## config.mk

```make
export PLATFORM = sky130hd
export DESIGN_NAME = mefdispensador
export DESIGN_NICKNAME = d
export VERILOG_FILES = /design/src/rtl/mefdispensador_pkg.sv /design/src/rtl/mefdispensador_temporizador_ack.sv /design/src/rtl/mefdispensador.sv
export SDC_FILE = /design/constraint.sdc
export NUM_CORES = 1
export LEC_CHECK = 0
export ABC_AREA = 1
export CORE_MARGIN = 2
export CORE_UTILIZATION = 50
export DETAILED_ROUTE_END_ITERATION = 12
export GPL_TIMING_DRIVEN = 0
export PLACE_DENSITY = 0.84
export SYNTH_ARGS = -nofsm -noshare
export SYNTH_HDL_FRONTEND = slang
export SYNTH_SLANG_ARGS = --single-unit
```

## constraint.sdc

```tcl
create_clock -name clk -period 2.1 [get_ports clk]
set_input_delay 0.42 -clock clk [delete_from_list [all_inputs] [get_ports clk]]
set_output_delay 0.42 -clock clk [all_outputs]
set_load 0.05 [all_outputs]
```

## src/rtl/mefdispensador_pkg.sv

```systemverilog
// Shared definitions for the banknote dispenser: note codes, note values and FSM states.
// The note codes match the ones decoded by the banknote acceptor.
package mefdispensador_pkg;

  localparam logic [3:0] NOTA2     = 4'b1000;
  localparam logic [3:0] NOTA5     = 4'b1001;
  localparam logic [3:0] NOTA10    = 4'b1010;
  localparam logic [3:0] NOTA_ERRO = 4'b1011;

  localparam logic [3:0] VALOR2  = 4'd2;
  localparam logic [3:0] VALOR5  = 4'd5;
  localparam logic [3:0] VALOR10 = 4'd10;

  typedef enum logic [2:0] {
    IDLE  = 3'd0,
    CALC  = 3'd1,
    ENVIA = 3'd2,
    DONE  = 3'd3,
    ERRO  = 3'd4
  } estado_t;

  // Face value of a note code; anything that is not a payable note is worth nothing.
  function automatic logic [3:0] valor_nota(input logic [3:0] codigo);
    logic [3:0] v;
    v = 4'd0;
    case (codigo)
      NOTA2:   v = VALOR2;
      NOTA5:   v = VALOR5;
      NOTA10:  v = VALOR10;
      default: v = 4'd0;
    endcase
    return v;
  endfunction

endpackage

```

## src/rtl/mefdispensador_temporizador_ack.sv

```systemverilog
// Ack timeout counter: counts ENVIA cycles without ack and flags the cycle in which the
// count reaches TIMEOUT.
module temporizador_ack #(
  parameter int TIMEOUT = 15
) (
  input  logic clk,
  input  logic rst,
  input  logic clr,
  input  logic en,
  output logic estouro
);

  localparam int CW = $clog2(TIMEOUT + 1);

  logic [CW-1:0] cnt;

  always_ff @(posedge clk or negedge rst) begin
    if (!rst) begin
      cnt <= '0;
    end else if (clr) begin
      cnt <= '0;
    end else if (en && (cnt != CW'(TIMEOUT))) begin
      cnt <= cnt + CW'(1);
    end
  end

  // Flag in the same cycle the increment would reach TIMEOUT, so the note is shown exactly TIMEOUT cycles.
  assign estouro = en && (cnt == CW'(TIMEOUT - 1));

endmodule

```

## src/rtl/mefdispensador.sv

```systemverilog
// Banknote dispenser FSM: pays a requested amount note by note (R$5, R$10, R$2, greedy)
// over a valid/ack handshake, with an ack timeout and detection of unpayable amounts.
module mefdispensador
  import mefdispensador_pkg::*;
#(
  parameter int W       = 5,
  parameter int TIMEOUT = 15
) (
  input  logic         clk,
  input  logic         rst,
  input  logic         start,
  input  logic [W-1:0] valor,
  input  logic         ack,
  output logic [3:0]   nota,
  output logic         nota_vld,
  output logic         busy,
  output logic         done,
  output logic         erro,
  output logic [W-1:0] restante
);

  estado_t    estado;
  estado_t    prox_estado;
  logic [3:0] nota_sel;
  logic       tmr_clr;
  logic       tmr_en;
  logic       estouro;

  assign tmr_clr = (estado != ENVIA);
  assign tmr_en  = (estado == ENVIA) && !ack;

  temporizador_ack #(
    .TIMEOUT(TIMEOUT)
  ) u_temporizador (
    .clk    (clk),
    .rst    (rst),
    .clr    (tmr_clr),
    .en     (tmr_en),
    .estouro(estouro)
  );

  always_ff @(posedge clk or negedge rst) begin
    if (!rst) begin
      estado <= IDLE;
    end else begin
      estado <= prox_estado;
    end
  end

  always_comb begin
    prox_estado = estado;
    case (estado)
      IDLE: begin
        if (start) prox_estado = CALC;
      end
      CALC: begin
        if (restante == '0) begin
          prox_estado = DONE;
        end else if (restante[0] && (restante < W'(5))) begin
          prox_estado = ERRO;
        end else begin
          prox_estado = ENVIA;
        end
      end
      ENVIA: begin
        // An ack in the timeout cycle still completes the note.
        if (ack) begin
          prox_estado = CALC;
        end else if (estouro) begin
          prox_estado = ERRO;
        end
      end
      DONE: begin
        prox_estado = IDLE;
      end
      ERRO: begin
        if (!start) prox_estado = IDLE;
      end
      default: begin
        prox_estado = IDLE;
      end
    endcase
  end

  // Greedy choice: an odd amount needs one R$5 first, after which everything stays even.
  always_comb begin
    nota_sel = NOTA2;
    if (restante[0]) begin
      nota_sel = NOTA5;
    end else if (restante >= W'(10)) begin
      nota_sel = NOTA10;
    end
  end

  always_ff @(posedge clk or negedge rst) begin
    if (!rst) begin
      restante <= '0;
      nota     <= '0;
    end else begin
      if ((estado == IDLE) && start) begin
        restante <= valor;
      end else if ((estado == ENVIA) && ack) begin
        restante <= restante - W'(valor_nota(nota));
      end

      if (prox_estado == ENVIA) begin
        if (estado == CALC) nota <= nota_sel;
      end else if (prox_estado == ERRO) begin
        nota <= NOTA_ERRO;
      end else begin
        nota <= '0;
      end
    end
  end

  assign nota_vld = (estado == ENVIA);
  assign busy     = (estado != IDLE);
  assign done     = (estado == DONE);
  assign erro     = (estado == ERRO);

endmodule
```

==> results of run 1 <==
## layer usage
| layer | GRT usage, % | wire length (um) |
|---|---|---|
| met1 | 24.2 | 958 |
| met2 | 39.3 | 1160 |
| met3 | 2.08 | 70 |
| met4 | 9.72 | 51 |
| met5 | 0 | 0 |
## power groups by stage
stage / registers (mW) / logic, mW / clock network [mW]
floorplan: 0.723 / 0.752 / 0
global placement: 0.509 / 1.28 / 0
detailed placement: 0.514 / 1.33 / 0
CTS: 0.511 / 1.31 / 0.169
global route: 0.531 / 1.44 / 0.182
finish: 0.512 / 1.30 / 0.165
## layout by cell type (no fill, tap or decap)
| master | count |
|---|---|
| o22ai_1 | 2 |
| nand3_4 | 1 |
| a21oi_1 | 3 |
| a21boi_0 | 1 |
| nand3_2 | 2 |
| dlygate4sd2_1 | 3 |
| dfrtp_1 | 14 |
| inv_1 | 18 |
| conb_1 | 1 |
| nor3_1 | 2 |
| clkinv_1 | 1 |
| nand2_4 | 3 |
| nand3b_1 | 1 |
| fa_1 | 1 |
| nand4_1 | 1 |
| nand2_2 | 3 |
| o21bai_1 | 1 |
| nand2_1 | 32 |
| clkbuf_2 | 1 |
| clkbuf_4 | 3 |
| o21ai_1 | 7 |
| nor2_2 | 2 |
| dfrtp_2 | 1 |
| inv_2 | 5 |
| ha_1 | 6 |
| o221ai_1 | 1 |
| xnor2_1 | 1 |
| nor3_2 | 2 |
| clkbuf_1 | 1 |
| nor2_1 | 9 |
| nand3_1 | 12 |
| a22oi_1 | 1 |
| o21ai_0 | 1 |
| clkdlybuf4s50_1 | 16 |
| buf_4 | 2 |
| nor2_4 | 1 |
| nor2_8 | 1 |
## worst register-to-register path, cell delays in order, from the launching register on
cell     delay [ns]
dfrtp_2        0.39
inv_1          0.08
nor3_2         0.20
ha_1           0.19
inv_1          0.06
fa_1           0.40
nand3_1        0.12
nand2_1        0.09
nand2_1        0.06
nand2_1        0.04
nor2_1         0.08
o22ai_1        0.08
## stage by stage
stage          power (mW)  utilization, %  setup slack [ns]  std cells  hold slack, ns
2_1_floorplan        1.48               -            0.0412        139           0.124
3_3_place_gp         1.79            66.0             0.114        186           0.496
3_5_place_dp         1.84            66.0            0.0721        186           0.512
4_1_cts              1.99            67.1            0.0293        190           0.531
5_1_grt              2.16            67.2            0.0124        190           0.573
6_report             1.98            67.2            0.0807        190           0.529
## cells by family (layout without fill, tap and decap cells)
family	Yosys count	after routing
and+or+nand+nor	72	72
buffers and inverters	26	50
AOI/OAI and AO/OA	17	17
DFF	15	15
adders and majority gates	7	7
other	1	1
xor gates and xnor gates	1	1
## cells in the mapped netlist (3+ instances only)
library cell / n / area, sq um
nand3_1: 12 / 60.1
nand2_4: 3 / 33.8
nand2_2: 3 / 18.8
a21oi_1: 3 / 15.0
dfrtp_1: 15 / 375
o21ai_1: 7 / 35.0
inv_1: 18 / 67.6
ha_1: 6 / 75.1
nor2_1: 9 / 33.8
nor3_1: 4 / 20.0
inv_2: 5 / 18.8
nand2_1: 32 / 120
## repair_timing
action                                  CTS  global route
endpoints found under the hold margin     0             0
gates resized for setup                   4             3
hold buffers                              0             0
endpoints found under the setup margin    4             2
pin swaps                                 0             0
## layout make-up
cell class                      count  area [sq um]  area share, %
Multi-Input combinational cell     98           598           44.9
Sequential cell                    15           377           28.3
Timing Repair Buffer               20           191           14.4
Inverter                           24          90.1           6.77
Tap cell                           27          33.8           2.54
Clock buffer                        4          26.3           1.97
Buffer                              2          15.0           1.13
## sequential cells by signal, indices dropped and copies added (netlist names)
signal and flops:
nota 3, restante 5, u_temporizador.cnt 4, estado 3
## how the worst min path moves through the flow
| stage | slack [ns] | endpoint | cells after the start |
|---|---|---|---|
| finish | 0.53 | nota[0] | 2 |
| global route | 0.57 | nota[0] | 2 |
| CTS | 0.53 | nota[0] | 2 |
| detailed placement | 0.51 | nota[0] | 2 |
| global placement | 0.50 | nota[0] | 2 |
| floorplan | 0.12 | estado[0] | 0 |
==> qor.yml, run 1 <==
die_h_um: 50.2
intPower_mw: 0.903
outcome: "complete, no violations"
antenna_cells: 0
place_area_sq_um: 1310
pwr-share-clk_pct: 8.3
fillCellCount: 155
wire_per_inst_um: 11.8
maxCapViolCount: 0
grt_pass1_wl_um: 4070
post_synth.cell_area_avg_sq_um: 7.69
die_x_um: 50.2
hold_class: "reg -> reg"
grt_overflow: 0
yosys.area_share.simple_pct: 35.7
startpoint_type: "register"
min_period_over_period_pct: 96.2
ios: 22
gp_congestion: 0.835
portBuffers: 20
critical-path-slowest-cell: "clkdlybuf4s50_1"
drc_errors: 0
layout.nets: 180
critical-path-top-delay-family: "buffers and inverters"
clock_skew_ns: 0.00154
hold_viol: 0
synth_fa_ha_area_share_pct: 8.90
firstDrtPassIters: 4
dp_hpwl_um: 1810
area_delta_synth_final_pct: 24.6
ys_types: 30
post-route-min-period_ns: 2.02
switching_power_mw: 1.08
synth.mux.area_fraction_pct: 0
syn-cell-area_sq_um: 1070
finalSetupViolCount: 0
p_leak_nw: 0.687
reg2reg_slack_ns: 0.19
worstReg2RegEnd: "restante[4]"
via_per_inst: 5.15
ys.flop_type: "dfrtp_1"
p_seq_share_pct: 25.8
via_count: 979
ant_nets: 0
p_per_area_nw_per_um2: 1490
grt_max_degree: 16
cp.required_ns: 1.68
path_buf_inv: 1
synth_xor_area_share_pct: 0.820
synth_warnings: 0
crit_start: "restante[1]"
crit_fanout: 5
cts_max_level: 1
clock.fmax_ghz: 0.495
drive_above_1_share_pct: 16.6
irDropWorstVdd_mv: 1.04
relSlewSlack_pct: 54.4
setup-tns-final_ns: 0
synth-edff-count: 0
clk_latency_ns: 0.28
synth_compound_area_share_pct: 9.25
yosysSeqAreaShare_pct: 35.1
syn_inst: 139
antenna_found_initial: 0
coreArea_sq_um: 1980
crit_cells: 1
post_cts_buffers: 0
tightest_slew_ns: 0.682
reg2regPathDepth: 11
switching_share_pct: 54.4
dieArea_sq_um: 2520
syn_nets: 155
start_util_pct: 53.9
first_iter_violations: 20
cts_max_path_buffers: 2
cts_tree: "yes"
pwr-share-comb_pct: 65.8
worstPathCellList: "clkdlybuf4s50_1"
root_buffer: "clkbuf_4"
async_reset_ff_share_pct: 100
critPathArrivalTime_ns: 1.60
final_cell_area_sq_um: 1330
end_kind: "output port"
min_from: "nota[0]"
cts_made_buffers: 3
num_rows: 16
clkTransAtPathRegs_ns: 0.09
reg2reg_from: "nota[0]"
wirelength_um: 2240
synth_seq_cells: 15
synth_top_family_by_area: "simple AND/OR/NAND/NOR gates"
slowest_delay_ns: 0.85
first_global_vias: 979
report.final.slew_viol_count: 0
path_class: "reg -> out"
grt_setup_unrepaired: "no"
endpoint: "restante[1]"
cts_num_sinks: 15
gr-usage-all-layers_pct: 21.2
Note: power is estimated with default switching activity, not from simulation.
==> run 2, diff against run 1 <==
PLACE_DENSITY = 0.85   (was 0.84)
SYNTH_HIERARCHICAL = 1   (was default)
==> run 2 against run 1 <==
  * Final area is 3.1% lower
  * Utilization is 1.4 points lower
  * First-iteration DRC count is 10% lower
  * Register-to-register slack better by 0.13 ns
  * Non-clock buffer count stayed put
  * Via count is 0.10% higher
  * Combinational power is 7% lower
  * Synthesized cell count is 2.2% higher
  * Count of clock-buffer cells in the layout is 1 lower
  * Wire length is 3.9% lower
  * Worst setup slack better by 0.012 ns
  * Critical endpoint is now restante[4]
  * Largest power group unchanged
  * Highest routed layer unchanged
==> qor.yml, run 2 <==
outcome: "complete, no violations"  # unchanged
ios: 22  # unchanged
dr.max_layer_used: "met4"  # unchanged
die_x_um: 49.4  # was 50.2 um
wl_met2_um: 1060  # was 1160 um
synth_fa_ha_area_share_pct: 9.23  # was 8.90%
root_buffer: "clkbuf_4"  # unchanged
wirelength_um: 2150  # was 2240 um
final_common_cell: "nand2_1"  # unchanged
synth_most_common_cell: "nand2_1"  # unchanged
yosysSeqAreaShare_pct: 36.5  # was 35.1%
maxCapViolCount: 0  # unchanged
gr-usage-all-layers_pct: 20.0  # was 21.2%
via_count: 980  # was 979
fin_util_pct: 65.8  # was 67.2%
p_per_area_nw_per_um2: 1470  # was 1490 nW/um^2
intPower_mw: 0.863  # was 0.903 mW
cts_tree: "yes"  # unchanged
drive_above_1_share_pct: 10.2  # was 16.6%
path_class: "reg -> out"  # unchanged
yosys.area_share.simple_pct: 36.3  # was 35.7%
worstPathCellList: "clkdlybuf4s50_1"  # unchanged
clock.fmax_ghz: 0.498  # was 0.495 GHz
cts_made_buffers: 3  # unchanged
hold_class: "in -> async"  # was reg -> reg
hold_viol: 0  # unchanged
synth_top_area_cell: "dfrtp_1"  # unchanged
post-route-min-period_ns: 2.01  # was 2.02 ns
final_cell_area_sq_um: 1290  # was 1330 sq um
slowest_delay_ns: 0.84  # was 0.85 ns
clock_skew_ns: 0.00331  # was 0.00154 ns
synth_xor_area_share_pct: 1.70  # was 0.820%
die_h_um: 49.4  # was 50.2 um
synth_area_leaders: "dfrtp_1 36%, nand2_1 15%, ha_1 7.3%"  # was dfrtp_1 35%, nand2_1 11%, ha_1 7.0%
syn_inst: 142  # was 139
grt_overflow: 0  # unchanged
syn_nets: 158  # was 155
clkTransAtPathRegs_ns: 0.09  # about the same
place_area_sq_um: 1260  # was 1310 sq um
via_per_inst: 5.08  # was 5.15
critPathArrivalTime_ns: 1.59  # was 1.60 ns
pwr-share-comb_pct: 64.2  # was 65.8%
min_period_over_period_pct: 95.6  # was 96.2%
synthTopCellsByCount: "40 x nand2_1, 19 x inv_1, 15 x dfrtp_1"  # was 32 x nand2_1, 18 x inv_1, 15 x dfrtp_1
grt_setup_unrepaired: "no"  # unchanged
synth_seq_cells: 15  # unchanged
syn-cell-area_sq_um: 1030  # was 1070 sq um
clk_latency_ns: 0.29  # was 0.28 ns
antenna_found_initial: 0  # unchanged
layout.nets: 183  # was 180
dieArea_sq_um: 2440  # was 2520 sq um
cts_num_sinks: 15  # unchanged
first_global_vias: 903  # was 979
critical-path-top-delay-family: "buffers and inverters"  # unchanged
regMostFlops: "restante"  # unchanged
synth_top_area_share_pct: 36.5  # was 35.1%
first_iter_violations: 18  # was 20
synth-edff-count: 0  # unchanged
cp.required_ns: 1.68  # about the same
crit_fanout: 6  # was 5
antenna_cells: 0  # unchanged
dr_wl_met3_um: 77  # was 70 um
start_util_pct: 52.5  # was 53.9%
portBuffers: 20  # unchanged
final_cell_mix: "40 x nand2_1, 19 x inv_1, 15 x dfrtp_1, 15 x clkdlybuf4s50_1, 14 x nor2_1"  # was 32 x nand2_1, 18 x inv_1, 16 x clkdlybuf4s50_1, 14 x dfrtp_1, 12 x nand3_1
startpoint_type: "register"  # unchanged
cts_hold_buf: 0  # unchanged
ys.flop_type: "dfrtp_1"  # unchanged
cts_max_level: 1  # unchanged
wl_met1_um: 946  # was 958 um
p_leak_nw: 0.701  # was 0.687 nW
grt_max_degree: 16  # unchanged
switching_power_mw: 1.03  # was 1.08 mW
synth_top_family_by_area: "simple AND/OR/NAND/NOR gates"  # unchanged
switching_share_pct: 54.4  # about the same
synth_compound_area_share_pct: 6.93  # was 9.25%
largestRegisters: "restante: 5 flops, u_temporizador/cnt: 4 flops"  # was restante: 5 flops, u_temporizador.cnt: 4 flops
firstDrtPassIters: 4  # unchanged
critical-path-slowest-cell: "clkdlybuf4s50_1"  # unchanged
relSlewSlack_pct: 55.2  # was 54.4%
end_kind: "output port"  # unchanged
num_rows: 16  # unchanged
post_cts_buffers: 0  # unchanged
async_reset_ff_share_pct: 100  # unchanged
largest_reg_flops: 5  # unchanged
path_buf_inv: 1  # unchanged
synth.mux.area_fraction_pct: 0  # unchanged
gp_congestion: 0.895  # was 0.835
p_seq_share_pct: 26.7  # was 25.8%
wire_per_inst_um: 11.1  # was 11.8 um
area_delta_synth_final_pct: 25.3  # was 24.6%
dp_hpwl_um: 1700  # was 1810 um
post_synth.cell_area_avg_sq_um: 7.25  # was 7.69 sq um
ant_nets: 0  # unchanged
drc_errors: 0  # unchanged
irDropWorstVdd_mv: 0.943  # was 1.04 mV
synth_warnings: 6  # was 0
coreArea_sq_um: 1960  # was 1980 sq um
finalSetupViolCount: 0  # unchanged
setup-tns-final_ns: 0  # unchanged
ys_types: 28  # was 30
pwr-share-clk_pct: 9.1  # was 8.3%
cts_max_path_buffers: 2  # unchanged
tightest_slew_ns: 0.671  # was 0.682 ns
grt_pass1_wl_um: 3730  # was 4070 um
report.final.slew_viol_count: 0  # unchanged
-- run 2: cell types whose count changed in the layout (fill, tap and decap cells not counted), sizes merged, moves of 2 or more --
cell / delta
nor2: +3
clkbuf: -2
inv: -3
nand4: +2
o21ai: -2
nand2: +6
-- run 2: worst paths after layout --
kind / startpoint / endpoint / slack [ns] / cells past startpoint
setup / recovery: restante[4] / restante[4] / 0.09 / 1
hold / removal: rst / estado[2] / 0.53 / 1
setup reg to reg: nota[3] / restante[4] / 0.32 / 11
hold reg to reg: nota[0] / nota[0] / 0.54 / 2
max in group asynchronous: rst / restante[1] / 1.15 / 1
min in group clk: nota[0] / nota[0] / 0.54 / 2
-- run 2: timing repair --
item	CTS	global route
gates cloned	0	0
setup endpoints to repair	4	2
resized for setup	4	2
hold endpoints to repair	0	0
-- run 2: per-stage QoR --
stage,instances,hold slack [ns],power [mW],setup slack (ns)
2_1_floorplan,142,0.124,1.40,0.0587
3_3_place_gp,189,0.521,1.71,0.186
3_5_place_dp,189,0.526,1.73,0.119
4_1_cts,193,0.546,1.90,0.0452
5_1_grt,193,0.581,2.05,0.0165
6_report,193,0.526,1.89,0.0931
-- run 2: power by group through the flow --
stage               registers [mW]  logic (mW)  clock network, mW
finish                       0.504        1.21              0.172
global route                 0.519        1.34              0.189
CTS                          0.503        1.22              0.176
detailed placement           0.507        1.23                  0
global placement             0.499        1.21                  0
floorplan                    0.726       0.671                  0
-- run 2: logic make-up after synthesis --
| group | Yosys count |
|---|---|
| simple gates | 82 |
| buf+inv | 23 |
| flops | 15 |
| compound gates | 12 |
| fa+ha+maj | 7 |
| xor+xnor | 2 |
| other cells | 1 |
-- run 2: cell type report --
class | count | area (sq um)
fill | 193 | 672
multi-input combinational | 104 | 562
sequential | 15 | 375
timing repair buffer | 20 | 199
inverter | 21 | 80.1
tap | 27 | 33.8
clock buffer | 3 | 22.5
buffer | 2 | 12.5
clock inverter | 1 | 5.00
-- run 2: routing by layer --
metal | GRT usage [%] | up-vias
li1 | - | 505
met1 | 24.9 | 445
met2 | 33.1 | 23
met3 | 2.76 | 7
met4 | 11.1 | 0
met5 | 0 | -
==> run 3, diff against run 2 <==
ABC_AREA = default   (was 1)
PLACE_DENSITY = 0.84   (was 0.85)
==> run 3 against run 2 <==
  * Maximum frequency decreased by 1.3%
  * Non-clock buffer count increased by 7
  * Critical path depth unchanged
  * Via count decreased by 12%
  * First-iteration DRC count decreased by 11%
  * Clock power decreased by 5%
  * Wire length decreased by 1.7%
  * Critical path type unchanged
  * Largest power group unchanged
==> qor.yml, run 3 <==
yosysSeqAreaShare_pct: 35.5  # was 36.5%
final_cells: 163  # was 193
irDropWorstVdd_mv: 0.919  # was 0.943 mV
synth_xor_area_share_pct: 1.66  # was 1.70%
dieArea_sq_um: 2500  # was 2440 sq um
antenna_cells: 0  # unchanged
ys_types: 42  # was 28
worstPathCellList: "clkdlybuf4s50_1"  # unchanged
grt_setup_unrepaired: "no"  # unchanged
startpoint_type: "register"  # unchanged
synth_fa_ha_area_share_pct: 8.99  # was 9.23%
cts_made_buffers: 3  # unchanged
largest_reg_flops: 5  # unchanged
synth.mux.area_fraction_pct: 4.73  # was 0%
start_util_pct: 53.3  # was 52.5%
synth_top_area_cell: "dfrtp_1"  # unchanged
async_reset_ff_share_pct: 100  # unchanged
largestRegisters: "restante: 5 flops, u_temporizador/cnt: 4 flops"  # unchanged
gp_congestion: 0.806  # was 0.895
critPathArrivalTime_ns: 1.61  # was 1.59 ns
clkTransAtPathRegs_ns: 0.09  # about the same
p_leak_nw: 0.612  # was 0.701 nW
post-route-min-period_ns: 2.03  # was 2.01 ns
dp_cells: 154  # was 189
clock.fmax_ghz: 0.492  # was 0.498 GHz
die_x_um: 50.0  # was 49.4 um
regMostFlops: "restante"  # unchanged
synth_most_common_cell: "dfrtp_1"  # was nand2_1
synth_warnings: 6  # unchanged
die_h_um: 50.0  # was 49.4 um
ant_nets: 0  # unchanged
crit_start: "restante[1]"  # was restante[4]
area_delta_synth_final_pct: 30.2  # was 25.3%
critical-path-top-delay-family: "buffers and inverters"  # unchanged
synth_top_area_share_pct: 35.5  # was 36.5%
hold_viol: 0  # unchanged
cts_max_path_buffers: 2  # unchanged
min_period_over_period_pct: 96.8  # was 95.6%
layout.nets: 153  # was 183
ys.flop_type: "dfrtp_1"  # unchanged
critical-path-slowest-cell: "clkdlybuf4s50_1"  # unchanged
post_synth.cell_area_avg_sq_um: 9.88  # was 7.25 sq um
synthTopCellsByCount: "15 x dfrtp_1, 10 x nand2_1, 10 x nor2_1"  # was 40 x nand2_1, 19 x inv_1, 15 x dfrtp_1
drive_above_1_share_pct: 27.2  # was 10.2%
final_cell_mix: "16 x clkdlybuf4s50_1, 12 x dfrtp_1, 10 x nand2_1, 9 x nor2_1, 6 x buf_4"  # was 40 x nand2_1, 19 x inv_1, 15 x dfrtp_1, 15 x clkdlybuf4s50_1, 14 x nor2_1
synth-edff-count: 0  # unchanged
final_common_cell: "clkdlybuf4s50_1"  # was nand2_1
yosys.area_share.simple_pct: 27.0  # was 36.3%
dp_hpwl_um: 1550  # was 1700 um
tightest_slew_ns: 0.697  # was 0.671 ns
reg2regPathDepth: 9  # was 11
p_per_area_nw_per_um2: 1410  # was 1470 nW/um^2
first_global_vias: 859  # was 903
synth_area_leaders: "dfrtp_1 36%, ha_1 7.1%, nand2_1 3.6%"  # was dfrtp_1 36%, nand2_1 15%, ha_1 7.3%
clk_latency_ns: 0.28  # was 0.29 ns
synth_compound_area_share_pct: 16.0  # was 6.93%
syn_inst: 107  # was 142
portBuffers: 20  # unchanged
grt_pass1_wl_um: 3770  # was 3730 um
cts_tree: "yes"  # unchanged
maxCapViolCount: 0  # unchanged
fin_util_pct: 69.4  # was 65.8%
reg2reg_from: "nota[1]"  # was nota[3]
wire_per_inst_um: 13.0  # was 11.1 um
syn-cell-area_sq_um: 1060  # was 1030 sq um
grt_max_degree: 16  # unchanged
via_count: 865  # was 980
outcome: "complete, no violations"  # unchanged
syn_nets: 123  # was 158
coreArea_sq_um: 1980  # was 1960 sq um
slowest_delay_ns: 0.85  # was 0.84 ns
antenna_found_initial: 0  # unchanged
ios: 22  # unchanged
gr-usage-all-layers_pct: 19.5  # was 20.0%
cts_hold_buf: 0  # unchanged
relSlewSlack_pct: 53.4  # was 55.2%
synth_top_family_by_area: "simple AND/OR/NAND/NOR gates"  # unchanged
path_class: "reg -> out"  # unchanged
report.final.slew_viol_count: 0  # unchanged
firstDrtPassIters: 4  # unchanged
drc_errors: 0  # unchanged
hold_class: "in -> async"  # unchanged
reg2reg_slack_ns: 0.11  # was 0.32 ns
wirelength_um: 2120  # was 2150 um
grt_overflow: 0  # unchanged
synth_seq_cells: 15  # unchanged
end_kind: "output port"  # unchanged
crit_fanout: 6  # unchanged
cp.required_ns: 1.68  # about the same
finalSetupViolCount: 0  # unchanged
cts_max_level: 1  # unchanged
path_buf_inv: 1  # unchanged
worstReg2RegEnd: "restante[4]"  # unchanged
via_per_inst: 5.31  # was 5.08
clock_skew_ns: 0.00539  # was 0.00331 ns
cts_num_sinks: 15  # unchanged
first_iter_violations: 16  # was 18
root_buffer: "clkbuf_4"  # unchanged
holdWs_ns: 0.552  # was 0.526 ns
num_rows: 16  # unchanged
==> run 3: how the worst max path moves through the flow <==
stage	to	slack (ns)	cells past startpoint
final	restante[1]	0.07	1
after global routing	restante[4]	0.002	10
after CTS	restante[4]	0.02	10
after detailed placement	nota_vld	-0.16	4
after global placement	nota_vld	-0.13	4
after floorplan	restante[4]	0.009	10
==> run 3: cells by family after synthesis <==
group	Yosys count
adder cells (fa/ha/maj)	7
AND/OR/NAND/NOR	43
XOR/XNOR	2
flip-flops	15
other	1
AO/OA/AOI/OAI	24
multiplexers	4
buffers and inverters	11
==> run 3: cell type report <==
type | instances | area (sq um)
sequential | 15 | 379
tap | 27 | 33.8
multi-input combinational | 81 | 644
fill | 149 | 606
timing repair buffer | 25 | 231
clock buffer | 4 | 26.3
buffer | 4 | 35.0
inverter | 7 | 26.3
==> run 3: through the flow <==
stage / setup slack [ns] / total power, mW / instance area (sq um) / setup TNS, ns
2_1_floorplan: 0.00926 / 1.41 / 1070 / 0
3_3_place_gp: -0.135 / 1.71 / 1300 / -0.245
3_5_place_dp: -0.157 / 1.73 / 1300 / -0.364
4_1_cts: 0.0157 / 1.93 / 1340 / 0
5_1_grt: 0.00152 / 2.10 / 1380 / 0
6_report: 0.0674 / 1.94 / 1380 / 0
==> run 3: power by group <==
group	internal (mW)	total (mW)	switching [mW]
logic	0.535	1.29	0.759
registers	0.381	0.486	0.105
clock network	0.0737	0.164	0.0902
==> run 3: what timing repair did <==
item / 4_1_cts / 5_1_grt
endpoints found under the hold margin: 0 / 0
gates resized for setup: 12 / 6
pin swaps: 1 / 5
endpoints found under the setup margin: 6 / 3
buffers inserted: 2 / 3
==> run 3: layer usage <==
| layer | routed length, um | share of wire, % | vias to the layer above | global-route usage, % |
|---|---|---|---|---|
| met3 | 83 | 3.9 | 5 | 3.33 |
| met4 | 32 | 1.5 | 0 | 8.33 |
| li1 | - | - | 441 | - |
| met5 | 0 | 0 | - | 0 |
| met2 | 960 | 45 | 19 | 30.5 |
| met1 | 1040 | 49 | 400 | 26.4 |
==> RTL change: new RTL, settings of run 2 <==
Change the parameter `W` from 5 to 6.
--- a/src/rtl/mefdispensador.sv
+++ b/src/rtl/mefdispensador.sv
@@ -5,3 +5,3 @@
 #(
-  parameter int W       = 5,
+  parameter int W       = 6,
   parameter int TIMEOUT = 15
Ports: changed (resized restante and valor); port bits go from 22 to 24. No check against the original RTL was run, so the function may have changed too.
==> RTL change against run 2 <==
  * Sequential share of layout area decreased by 1.3 points
  * Routed wire length increased by 17%
  * Setup slack worse by 0.032 ns
  * Register-to-register slack lost 0.02 ns
  * Synthesized cell count increased by 15%
  * Fmax is 1.6% lower
  * Worst hold slack better by 0.018 ns
  * Die area is 11% higher
  * Power grew 17%
  * Area after synthesis increased by 12%
  * Design area up 12%
  * Sequential cell count grew 1
  * Clock skew rose by 0.00099 ns
  * Largest cell class unchanged
==> RTL change: results (changes against run 2) <==
[global_route]
antenna_found_initial = 0  ; unchanged
grt_pass1_wl_mm = 4.353  ; +17%
grt_max_degree = 17  ; +1
track_usage_pct = 22.05  ; +2.1 points
grt_pass1_vias = 999  ; +11%

[clocking]
clkLatencyLatePin_ns = 0.29  ; about the same
htreeDepth = 1  ; unchanged
clockBufferDepth = 2  ; unchanged
path_clk_slew_ns = 0.10
postCtsSetupBuffers = 0  ; unchanged
numCtsBuffers = 3  ; unchanged
clock-root-buffer = clkbuf_4
cts_resized = 4  ; unchanged

[hold_path]
min_from = nota[0]$_DFFE_PN0P_
worstHoldEndpoint = nota[0]$_DFFE_PN0P_
hold_path_depth = 2
hold_path_class = reg -> reg

[place]
gp_congestion = 0.8822  ; -1.5%
detailed_place_hpwl_mm = 2.014  ; +19%
io_buffers = 22  ; +10%
placed_area_sq_um = 1405  ; +11%

[critical_path]
cp.arrival_ns = 1.62  ; +0.03 ns
slowest_stage = clkdlybuf4s50_1
ff2ff_setup_slack_ns = 0.30  ; -0.02 ns
cp_top_family = buffers and inverters
r2r_start = nota[3]$_DFFE_PN0P_
crit_path_start = restante[2]$_DFFE_PN0P_
r2r_end = restante[3]$_DFFE_PN0P_
crit_end = restante[2]
reg2reg_depth = 11  ; unchanged
cp_max_fo = 6  ; unchanged
max_stage_delay_ns = 0.84  ; about the same

[routing]
drt_iter0_drc = 16  ; -2
totalWireLength_mm = 2.520  ; +17%
vias_per_cell = 5.157  ; +1.6%
dr.pass1.iters = 4  ; unchanged

[power_and_ir_drop]
leakage_nw = 0.7847  ; +12%
ir_drop_v = 0.001205  ; +28%

[synth]
async_flop_share_pct = 100.0  ; unchanged
synth_fa_ha_area_share_pct = 8.270  ; -0.96 points
synth_nets = 180  ; +14%
synth_seq_area_share_pct = 34.82  ; -1.6 points
synth_compound_area_share_pct = 6.964  ; +0.038 points
synthTopCellsByCount = nand2_1 (46), inv_1 (21), nor2_1 (17)
synthDistinctLibCells = 28  ; unchanged
yosys_warnings = 6  ; unchanged
synthTopCellsByArea = dfrtp_1 (35%), nand2_1 (15%), inv_1 (6.9%), ha_1 (6.5%), nand3_1 (6.5%)
synthXorXnorAreaFrac_pct = 1.523  ; -0.18 points

[layout]
drive_gt1_share_pct = 10.58  ; +0.34 points
antenna_cells = 0  ; unchanged
reg_top3 = restante (6), u_temporizador/cnt (4)
final_nets = 207  ; +13%
fillCellCount = 194  ; +0.52%

[status]
outcome = complete, no violations

[timing]
relSlewSlack_pct = 51.11  ; -4.0 points
fin_skew_ns = 0.004297  ; +0.0009904 ns

RTL change: cell count changes in the layout (fill, tap and decap cells not counted), sizes merged, moves of 2 or more:
cell	change
nand2	+6
inv	+5
nand3	+3
clkdlybuf4s50	+2
nand4	+2
nor2	+2
o21ai	+2
RTL change: layout make-up:
type	instances	area [sq um]	area share, %
timing repair buffer	22	217.7	15.13
inverter	26	98.84	6.870
sequential	16	400.4	27.83
tap	28	35.03	2.435
clock buffer	4	36.28	2.522
multi-input combinational	119	631.9	43.91
buffer	2	18.77	1.304
RTL change: power breakdown:
| part | internal (W) | leakage, nW | switching, W |
|---|---|---|---|
| clock network | 0.000106 | 0.0210 | 0.000103 |
| logic | 0.000503 | 0.554 | 0.000951 |
| registers | 0.000410 | 0.210 | 0.000145 |
RTL change: per-stage QoR:
| stage | setup WS [ns] | cells | total power [W] | hold WS (ns) | util, % |
|---|---|---|---|---|---|
| 6_report | 0.06124 | 217 | 0.002218 | 0.5439 | 65.68 |
| 5_1_grt | 0.01502 | 217 | 0.002401 | 0.5977 | 65.68 |
| 4_1_cts | 0.01314 | 217 | 0.002227 | 0.5486 | 65.56 |
| 3_5_place_dp | 0.1394 | 213 | 0.002030 | 0.5193 | 64.13 |
| 3_3_place_gp | 0.1880 | 213 | 0.001987 | 0.5285 | 64.13 |
| 2_1_floorplan | 0.07186 | 163 | 0.001616 | 0.1244 | - |
RTL change: metal layers:
layer  vias up  track usage [%]  wire length (um)
li1        580                -                 -
met1       514            28.99              1228
met2        21            35.86              1172
met3         4            2.586                71
met4         0            10.53                48
met5         -                0                 0
RTL change: tightest hold or removal path: stages, from the launching register on:
cell and delay [ns]:
dfrtp_1 0.40, nand2_1 0.07, nand2_1 0.05
